$ cat src/rtl/dvi_timing_pkg.sv
// Timing constants, derived-position helpers and state type for the DVI
// timing controller. Defaults describe 640x480@60.
package dvi_timing_pkg;

   localparam int unsigned DEF_H_ACTIVE = 640;
   localparam int unsigned DEF_H_FP     = 16;
   localparam int unsigned DEF_H_SYNC   = 96;
   localparam int unsigned DEF_H_BP     = 48;
   localparam int unsigned DEF_V_ACTIVE = 480;
   localparam int unsigned DEF_V_FP     = 10;
   localparam int unsigned DEF_V_SYNC   = 2;
   localparam int unsigned DEF_V_BP     = 33;
   localparam int unsigned DEF_CNT_W    = 12;

   typedef enum logic {IDLE, RUN} state_t;

   function automatic int unsigned axis_total(input int unsigned active, input int unsigned fp,
                                              input int unsigned sync, input int unsigned bp);
      return active + fp + sync + bp;
   endfunction

   function automatic int unsigned sync_start(input int unsigned active, input int unsigned fp);
      return active + fp;
   endfunction

   function automatic int unsigned sync_end(input int unsigned active, input int unsigned fp,
                                            input int unsigned sync);
      return active + fp + sync;
   endfunction

endpackage

$ cat src/rtl/dvi_axis_counter.sv
// One raster axis: wrapping position counter plus decode of the value it
// will hold after the next edge, so the caller can register aligned flags.
module dvi_axis_counter
   import dvi_timing_pkg::*;
#(
   parameter int unsigned CNT_W      = 12,
   parameter int unsigned TOTAL      = 800,
   parameter int unsigned ACTIVE     = 640,
   parameter int unsigned SYNC_START = 656,
   parameter int unsigned SYNC_END   = 752
) (
   input  logic             clk,
   input  logic             clr,
   input  logic             adv,
   output logic [CNT_W-1:0] cnt,
   output logic             last,
   output logic             act_nxt,
   output logic             sync_nxt,
   output logic             zero_nxt
);

   localparam logic [CNT_W-1:0] LAST = CNT_W'(TOTAL - 1);

   logic [CNT_W-1:0] cnt_nxt;
   logic [31:0]      nxt_w;

   assign last = (cnt == LAST);

   // Next position: clear wins, otherwise advance with wrap at TOTAL-1.
   always_comb begin
      cnt_nxt = cnt;
      if (clr) begin
         cnt_nxt = '0;
      end else if (adv) begin
         cnt_nxt = last ? '0 : cnt + CNT_W'(1);
      end
   end

   assign nxt_w    = 32'(cnt_nxt);
   assign act_nxt  = (nxt_w < ACTIVE);
   assign sync_nxt = (nxt_w >= SYNC_START) && (nxt_w < SYNC_END);
   assign zero_nxt = (cnt_nxt == '0);

   // Position register.
   always_ff @(posedge clk) begin
      cnt <= cnt_nxt;
   end

endmodule

$ cat src/rtl/dvi_timing_ctrl.sv
// Raster timing and TMDS control-symbol sequencing for the three DVI
// encoder channels. All outputs are registered and aligned with x/y.
module dvi_timing_ctrl
   import dvi_timing_pkg::*;
#(
   parameter int unsigned H_ACTIVE = DEF_H_ACTIVE,
   parameter int unsigned H_FP     = DEF_H_FP,
   parameter int unsigned H_SYNC   = DEF_H_SYNC,
   parameter int unsigned H_BP     = DEF_H_BP,
   parameter int unsigned V_ACTIVE = DEF_V_ACTIVE,
   parameter int unsigned V_FP     = DEF_V_FP,
   parameter int unsigned V_SYNC   = DEF_V_SYNC,
   parameter int unsigned V_BP     = DEF_V_BP,
   parameter logic        H_POL    = 1'b0,
   parameter logic        V_POL    = 1'b0,
   parameter int unsigned CNT_W    = DEF_CNT_W
) (
   input  logic             pix_clk,
   input  logic             rst,
   input  logic             en,
   output logic             busy,
   output logic [CNT_W-1:0] x,
   output logic [CNT_W-1:0] y,
   output logic             de,
   output logic             hsync,
   output logic             vsync,
   output logic [1:0]       ctrl_b,
   output logic [1:0]       ctrl_g,
   output logic [1:0]       ctrl_r,
   output logic             bitcnt_clr,
   output logic             line_start,
   output logic             frame_start
);

   localparam int unsigned H_TOTAL = axis_total(H_ACTIVE, H_FP, H_SYNC, H_BP);
   localparam int unsigned V_TOTAL = axis_total(V_ACTIVE, V_FP, V_SYNC, V_BP);

   if (H_SYNC == 0 || V_SYNC == 0) begin : g_bad_sync
      $error("dvi_timing_ctrl: sync widths must be non-zero");
   end
   if (((H_TOTAL - 1) >> CNT_W) != 0 || ((V_TOTAL - 1) >> CNT_W) != 0) begin : g_bad_width
      $error("dvi_timing_ctrl: CNT_W too narrow for H_TOTAL/V_TOTAL");
   end

   state_t state, state_nxt;
   logic   cnt_clr;
   logic   h_last, h_act, h_sync, h_zero;
   logic   v_last, v_act, v_sync, v_zero;
   logic   run_n, de_n, hs_lvl, vs_lvl;

   // Counters sit at zero whenever the next cycle is not part of a running
   // frame continuation; at frame end they wrap to zero on their own.
   assign cnt_clr = rst || (state == IDLE);

   dvi_axis_counter #(
      .CNT_W(CNT_W), .TOTAL(H_TOTAL), .ACTIVE(H_ACTIVE),
      .SYNC_START(sync_start(H_ACTIVE, H_FP)), .SYNC_END(sync_end(H_ACTIVE, H_FP, H_SYNC))
   ) u_h (
      .clk(pix_clk), .clr(cnt_clr), .adv(1'b1), .cnt(x),
      .last(h_last), .act_nxt(h_act), .sync_nxt(h_sync), .zero_nxt(h_zero)
   );

   dvi_axis_counter #(
      .CNT_W(CNT_W), .TOTAL(V_TOTAL), .ACTIVE(V_ACTIVE),
      .SYNC_START(sync_start(V_ACTIVE, V_FP)), .SYNC_END(sync_end(V_ACTIVE, V_FP, V_SYNC))
   ) u_v (
      .clk(pix_clk), .clr(cnt_clr), .adv(h_last), .cnt(y),
      .last(v_last), .act_nxt(v_act), .sync_nxt(v_sync), .zero_nxt(v_zero)
   );

   // Frame sequencing: en starts a frame from IDLE and is otherwise only
   // looked at on the last pixel of a frame.
   always_comb begin
      state_nxt = state;
      if (rst) begin
         state_nxt = IDLE;
      end else begin
         case (state)
            IDLE:    if (en) state_nxt = RUN;
            RUN:     if (h_last && v_last && !en) state_nxt = IDLE;
            default: state_nxt = IDLE;
         endcase
      end
   end

   assign run_n  = (state_nxt == RUN);
   assign de_n   = run_n && h_act && v_act;
   assign hs_lvl = (run_n && h_sync) ? H_POL : ~H_POL;
   assign vs_lvl = (run_n && v_sync) ? V_POL : ~V_POL;

   // State and output registers, decoded from the upcoming position so
   // every output lines up with the x/y shown in the same cycle.
   always_ff @(posedge pix_clk) begin
      if (rst) begin
         state       <= IDLE;
         busy        <= 1'b0;
         de          <= 1'b0;
         hsync       <= ~H_POL;
         vsync       <= ~V_POL;
         ctrl_b      <= {~V_POL, ~H_POL};
         ctrl_g      <= '0;
         ctrl_r      <= '0;
         bitcnt_clr  <= 1'b1;
         line_start  <= 1'b0;
         frame_start <= 1'b0;
      end else begin
         state       <= state_nxt;
         busy        <= run_n;
         de          <= de_n;
         hsync       <= hs_lvl;
         vsync       <= vs_lvl;
         ctrl_b      <= {vs_lvl, hs_lvl};
         ctrl_g      <= '0;
         ctrl_r      <= '0;
         bitcnt_clr  <= ~de_n;
         line_start  <= run_n && h_zero;
         frame_start <= run_n && h_zero && v_zero;
      end
   end

endmodule

$ cat config.mk
export PLATFORM = sky130hd
export DESIGN_NAME = dvi_timing_ctrl
export DESIGN_NICKNAME = d
export VERILOG_FILES = /design/src/rtl/dvi_timing_pkg.sv /design/src/rtl/dvi_axis_counter.sv /design/src/rtl/dvi_timing_ctrl.sv
export SDC_FILE = /design/constraint.sdc
export NUM_CORES = 1
export LEC_CHECK = 0
export ABC_AREA = 0
export CAP_MARGIN = 25
export CORE_AREA = 2 2 70 72
export DETAILED_ROUTE_END_ITERATION = 10
export DIE_AREA = 0 0 72 74
export PLACE_DENSITY = 0.75
export RECOVER_POWER = 25
export SYNTH_ARGS = -nofsm -noshare
export SYNTH_HDL_FRONTEND = slang
export SYNTH_HIERARCHICAL = 1
export SYNTH_SLANG_ARGS = --single-unit
$ cat constraint.sdc
create_clock -name pix_clk -period 5.75 [get_ports pix_clk]
set_input_delay 0.8625 -clock pix_clk [delete_from_list [all_inputs] [get_ports pix_clk]]
set_output_delay 0.8625 -clock pix_clk [all_outputs]
set_load 0.01 [all_outputs]
**Yosys cells after proc, flatten, opt, wreduce, memory -nomap -nowiden**

Cells that the tools add are included.

- Input bits: 3
- Logic and storage cells: 47
- Output and inout bits: 37
- Register bits: 33

- Eq/ne operators: 2
- $lt $le $gt $ge: 6
- Add/sub/neg operators: 2
- Bitwise gates (word level): 2
- Reductions and logical operators: 14
- Multiplexer cells: 11

Operator list:

| kind | count |
|---|---|
| $mux W12 | 5 |
| $add A12 B1 Y12 const B | 2 |
| $eq A12 B10 Y1 const B | 2 |
| $logic_not A12 Y1 | 2 |
| $lt A12 B10 Y1 const B | 2 |
| $lt A12 B9 Y1 const B | 2 |
| $ge A12 B10 Y1 const B | 1 |
| $ge A12 B9 Y1 const B | 1 |
| $logic_and A1 B1 Y1 | 10 |
| $mux W1 | 5 |
| $not A1 Y1 | 2 |
| $pmux W1 S2 | 1 |
| $logic_not A1 Y1 | 1 |
| $logic_or A1 B1 Y1 | 1 |

**Depth between registers and ports, before layout**

- Depth after elaboration: 9
- Depth in mapped cells: 12
- Gate-level depth less buffers: 10

**Cells and area by module**

Netlist, hierarchy kept.

Modules (own cells, without submodules):

| module | cells each | area each (µm²) | instances | seq. area each (µm²) |
|---|---|---|---|---|
| dvi_axis_counter (u_h) | 101 | 882.1 | 1 | 240.2 |
| dvi_axis_counter (u_v) | 104 | 829.5 | 1 | 240.2 |
| dvi_timing_ctrl | 29 | 289.0 | 1 | 140.1 |

**Least setup slack after synthesis**

OpenSTA, ideal clock, no wires.

- Path kind: flip-flop to flip-flop
- Start point: reg u_h.cnt[5]
- End point: reg frame_start
- Data required time: 5.664 ns
- Library setup time: 0.086 ns
- Buffers on the path: 2
- Arrival time: 2.645 ns
- Slack: 3.020 ns
- Clock period less this slack: 2.730 ns
- Cell stages (with the launch flop): 13
- Cell sequence: dfxtp_1 buf_6 or2_4 nor4_4 and4_1 buf_2 nand2_1 xnor2_1 o31ai_1 o21ai_0 o41ai_1 nand2_1 a211oi_1

- Elaborated cells on any way between the ends: 15
- Those cells by class: add/sub: 1; eq/ne: 1; mux: 7; reduce/logical: 6

RTL lines:

| what | line | source |
|---|---|---|
| start: declaration | dvi_axis_counter.sv:15 | `output logic [CNT_W-1:0] cnt,` |
| start signal: assignment | dvi_axis_counter.sv:46 | `cnt <= cnt_nxt;` |
| $eq A12 B10 Y1 | dvi_axis_counter.sv:27 | `assign last = (cnt == LAST);` |
| via h_last | dvi_timing_ctrl.sv:47 | `logic h_last, h_act, h_sync, h_zero;` |
| $mux W12 | dvi_axis_counter.sv:34 | `end else if (adv) begin` |
| $mux W12 | dvi_axis_counter.sv:32 | `if (clr) begin` |
| $logic_not A12 Y1 | dvi_axis_counter.sv:42 | `assign zero_nxt = (cnt_nxt == '0);` |
| via v_zero | dvi_timing_ctrl.sv:48 | `logic v_last, v_act, v_sync, v_zero;` |
| $logic_and A1 B1 Y1 | dvi_timing_ctrl.sv:117 | `frame_start <= run_n && h_zero && v_zero;` |
| end signal: assignment | dvi_timing_ctrl.sv:117 |  |
| end: declaration | dvi_timing_ctrl.sv:32 | `output logic frame_start` |

The timed path passes the listed nets, and every way through them passes these cells.
A chain may end at the register's enable or synchronous reset.

**Final worst setup path**

- Start point: reg u_h.cnt[3]
- End point: reg frame_start

The elaborated chain is that of the path after synthesis.

==> results.txt <==
Residual DRC count: 0
Post-layout minimum cycle time: 3220 ps
TritonCTS buffer count: 5
I/O Pins: 40
Clock power frac: 48.0%
FP Rows: 25
DP Wirelength: 3.09 mm
Sequential share of power: 46.8%
CTS tree: yes
Per-cell routed wire length: 14.1 um
Worst Tran Pin Value: 593 ps
Sw Ratio: 21.5%
First-pass GRT wire length: 7.18 mm
Maximum vdd drop: 0.136 mV
Int Pwr: 368 uW
Yosys cell types: 56
Main synth FF type: dfxtp_1
Min-Delay Endpoint: u_v/cnt[7]
Die ar.: 5330 sq um
Largest net degree at the start of global routing: 16
Cts hold-fix bufs: 0
Die height: 74 um
Share of layout cells above drive strength 1: 8.78%
Crit-path max FO: 15
Adder-cell share of the synthesized area: 1.88%
Htree depth: 2
Vias/cell: 5.55
Worst Path Required: 5960 ps
Worst-Skew Late Latency: 290 ps
Worst hold path type: register to register
Sinks on Clock Net: 31
Initial DRC count: 158
Fmax: 0.310 GHz
Vias in the first global route: 1496
Global placement routability congestion: 0.868
Register area share after synthesis: 31.0%
Top-count cell post-synth: nor2_1
P_sw: 101 uW
Routed Antenna Nets: 0
Global route overflow: 0
Share of flip-flops with an asynchronous set or reset: 0%
Post-Syn Area: 2000 sq um
Hold Startpoint: u_v/cnt[7]
DIE WIDTH: 72 um
Vias: 1753
Port bufs: 35
Syn_area_per_cell: 8.55 sq um
CTS Root Cell: clkbuf_8
Final Cycle Share: 56.0%
Fin. max-slew vios: 0
R2r endpoint: frame_start
Beginning of the worst register-to-register path: u_h/cnt[3]
Drt total wl: 4.45 mm
GRT Total Usage: 17.3%
R2r setup slk: 2530 ps
Largest cells by area after synthesis: dfxtp_1 (31%), xnor2_1 (6.6%), nor2_1 (6.2%)
Worst-case clock buffer depth: 2
Setup crit end kind: register
Setup violations, final: 0
Initial core utilization: 43.5%
Crit start category: register
Post-synthesis mux area share: 1.00%
Worst-path clk slew: 70 ps
Logic pwr share: 5.1%
Max-Cap Viols: 0
Outcome: finished clean
Post-synthesis simple-gate area fraction: 31.6%
Hold Vio Cnt, Final: 0
Layout Nets: 267
Setup_tns: 0 ps
Hold WS: 608 ps
Post-CTS sizing: 0
CP arrival: 3430 ps
Cells on Worst Hold Path: 2
Leakage dissipation: 0.785 nW
Compound-Gate Fraction of Synth Area: 14.8%
Area grow syn2layout: 20.0%
# diodes: 0
Core area: 4600 sq um
Slew HR: 60.4%
Pwr dens: 195 nW/um^2
Unrepaired setup endpoints after global routing: no
Most common library cells after synthesis: nor2_1 (33), dfxtp_1 (31), xnor2_1 (15)
Setup Skew: 5.15 ps
DRT Pass-1 Iters: 4
Xor/xnor share of the synthesized area: 10.9%
Worst r2r path cells: 9
Largest family of logic cells by synthesized area: simple AND/OR/NAND/NOR gates
Post CTS Setup Buffer Count: 0
Syn Inst Count: 234
WS Path Type: register to register
Area leader, netlist: dfxtp_1
Share of the synthesized area in the top cell type: 31.0%
Post-synth EDFFs: 0
Initial antenna violation count: 0
Warnings from Yosys: 6
Yosys reg bits: 31
-- power by group through the flow --
stage | Clock [mW] | Combinational [mW] | Sequential (mW)
floorplan | 0 | 0.0169 | 0.226
global placement | 0 | 0.0245 | 0.225
detailed placement | 0 | 0.0244 | 0.224
CTS | 0.231 | 0.0247 | 0.220
global route | 0.239 | 0.0263 | 0.220
finish | 0.225 | 0.0241 | 0.220
-- worst max path at each step --
| stage | start | to | slack, ps | cells past startpoint |
|---|---|---|---|---|
| after global routing | u_h/cnt[3] | frame_start | 2140 | 9 |
| final | u_h/cnt[3] | frame_start | 2530 | 9 |
| after global placement | rst | frame_start | 2690 | 8 |
| after detailed placement | u_h/cnt[5] | frame_start | 2680 | 9 |
| after floorplan | u_h/cnt[5] | frame_start | 3020 | 12 |
| after CTS | u_h/cnt[6] | frame_start | 2660 | 9 |
-- through the flow --
| step | instance area, sq um | setup slack [ps] | total power, mW | utilization (%) | instances |
|---|---|---|---|---|---|
| 2_1_floorplan | 2010 | 3020 | 0.243 | - | 237 |
| 3_3_place_gp | 2300 | 2690 | 0.249 | 50.0 | 308 |
| 3_5_place_dp | 2300 | 2680 | 0.249 | 50.0 | 308 |
| 4_1_cts | 2420 | 2660 | 0.476 | 52.5 | 316 |
| 5_1_grt | 2400 | 2140 | 0.485 | 52.2 | 316 |
| 6_report | 2400 | 2530 | 0.469 | 52.2 | 316 |
-- area by class of cell --
class,count,area (sq um)
fillers,441,2200
clock buffers,6,82.6
multi-input cells,178,1210
flip-flops and latches,31,621
clock inverters,2,35.0
repair buffers,35,350
inverters,10,37.5
well taps,54,67.6
-- critical path, cell delays in order, from the launching register on --
cell      delay (ps)
dfxtp_1          540
nand2_1          200
nor4_1           310
and4_1           650
nand4_4          220
nor3_2           340
a31oi_1          210
o41ai_1          390
nand2_1           90
a211oi_1         200
-- sequential cells by signal, indices dropped and copies added (netlist names) --
register,flops
ctrl_b,1
vsync,1
line_start,1
de,1
u_h/cnt,12
bitcnt_clr,1
frame_start,1
u_v/cnt,12
state,1
-- per-layer routing --
metal  vias up  part of all wire (%)  global-route usage, %  wire [um]
met5         -                     0                      0          0
met2        52                    41                   24.6       1810
li1        890                     -                      -          -
met4         0                   1.2                   6.92         54
met1       807                    53                   24.9       2350
met3         4                   5.3                   4.74        238
-- cells by family (layout without fill, tap and decap cells) --
| kind of cell | after synthesis | count (layout) |
|---|---|---|
| simple gates | 103 | 103 |
| compound gates | 40 | 40 |
| flops | 31 | 31 |
| buf+inv | 28 | 53 |
| xor+xnor | 25 | 25 |
| fa+ha+maj | 3 | 3 |
| other cells | 2 | 5 |
| mux | 2 | 2 |
-- cell usage in the layout (no fill, tap or decap), types with 4 or more instances in the layout --
cell type / count
clkdlybuf4s50_1: 26
o21ai_0: 7
inv_1: 9
a21oi_1: 5
nor2_1: 33
dfxtp_1: 31
nand4_1: 4
o31ai_1: 4
nor3_1: 9
nand3_1: 9
dlygate4sd3_1: 9
clkbuf_8: 6
nand2_1: 14
nor4_1: 8
o211ai_1: 4
conb_1: 5
xnor2_1: 15
xor2_1: 10
Power figures use the tool's default switching activity.
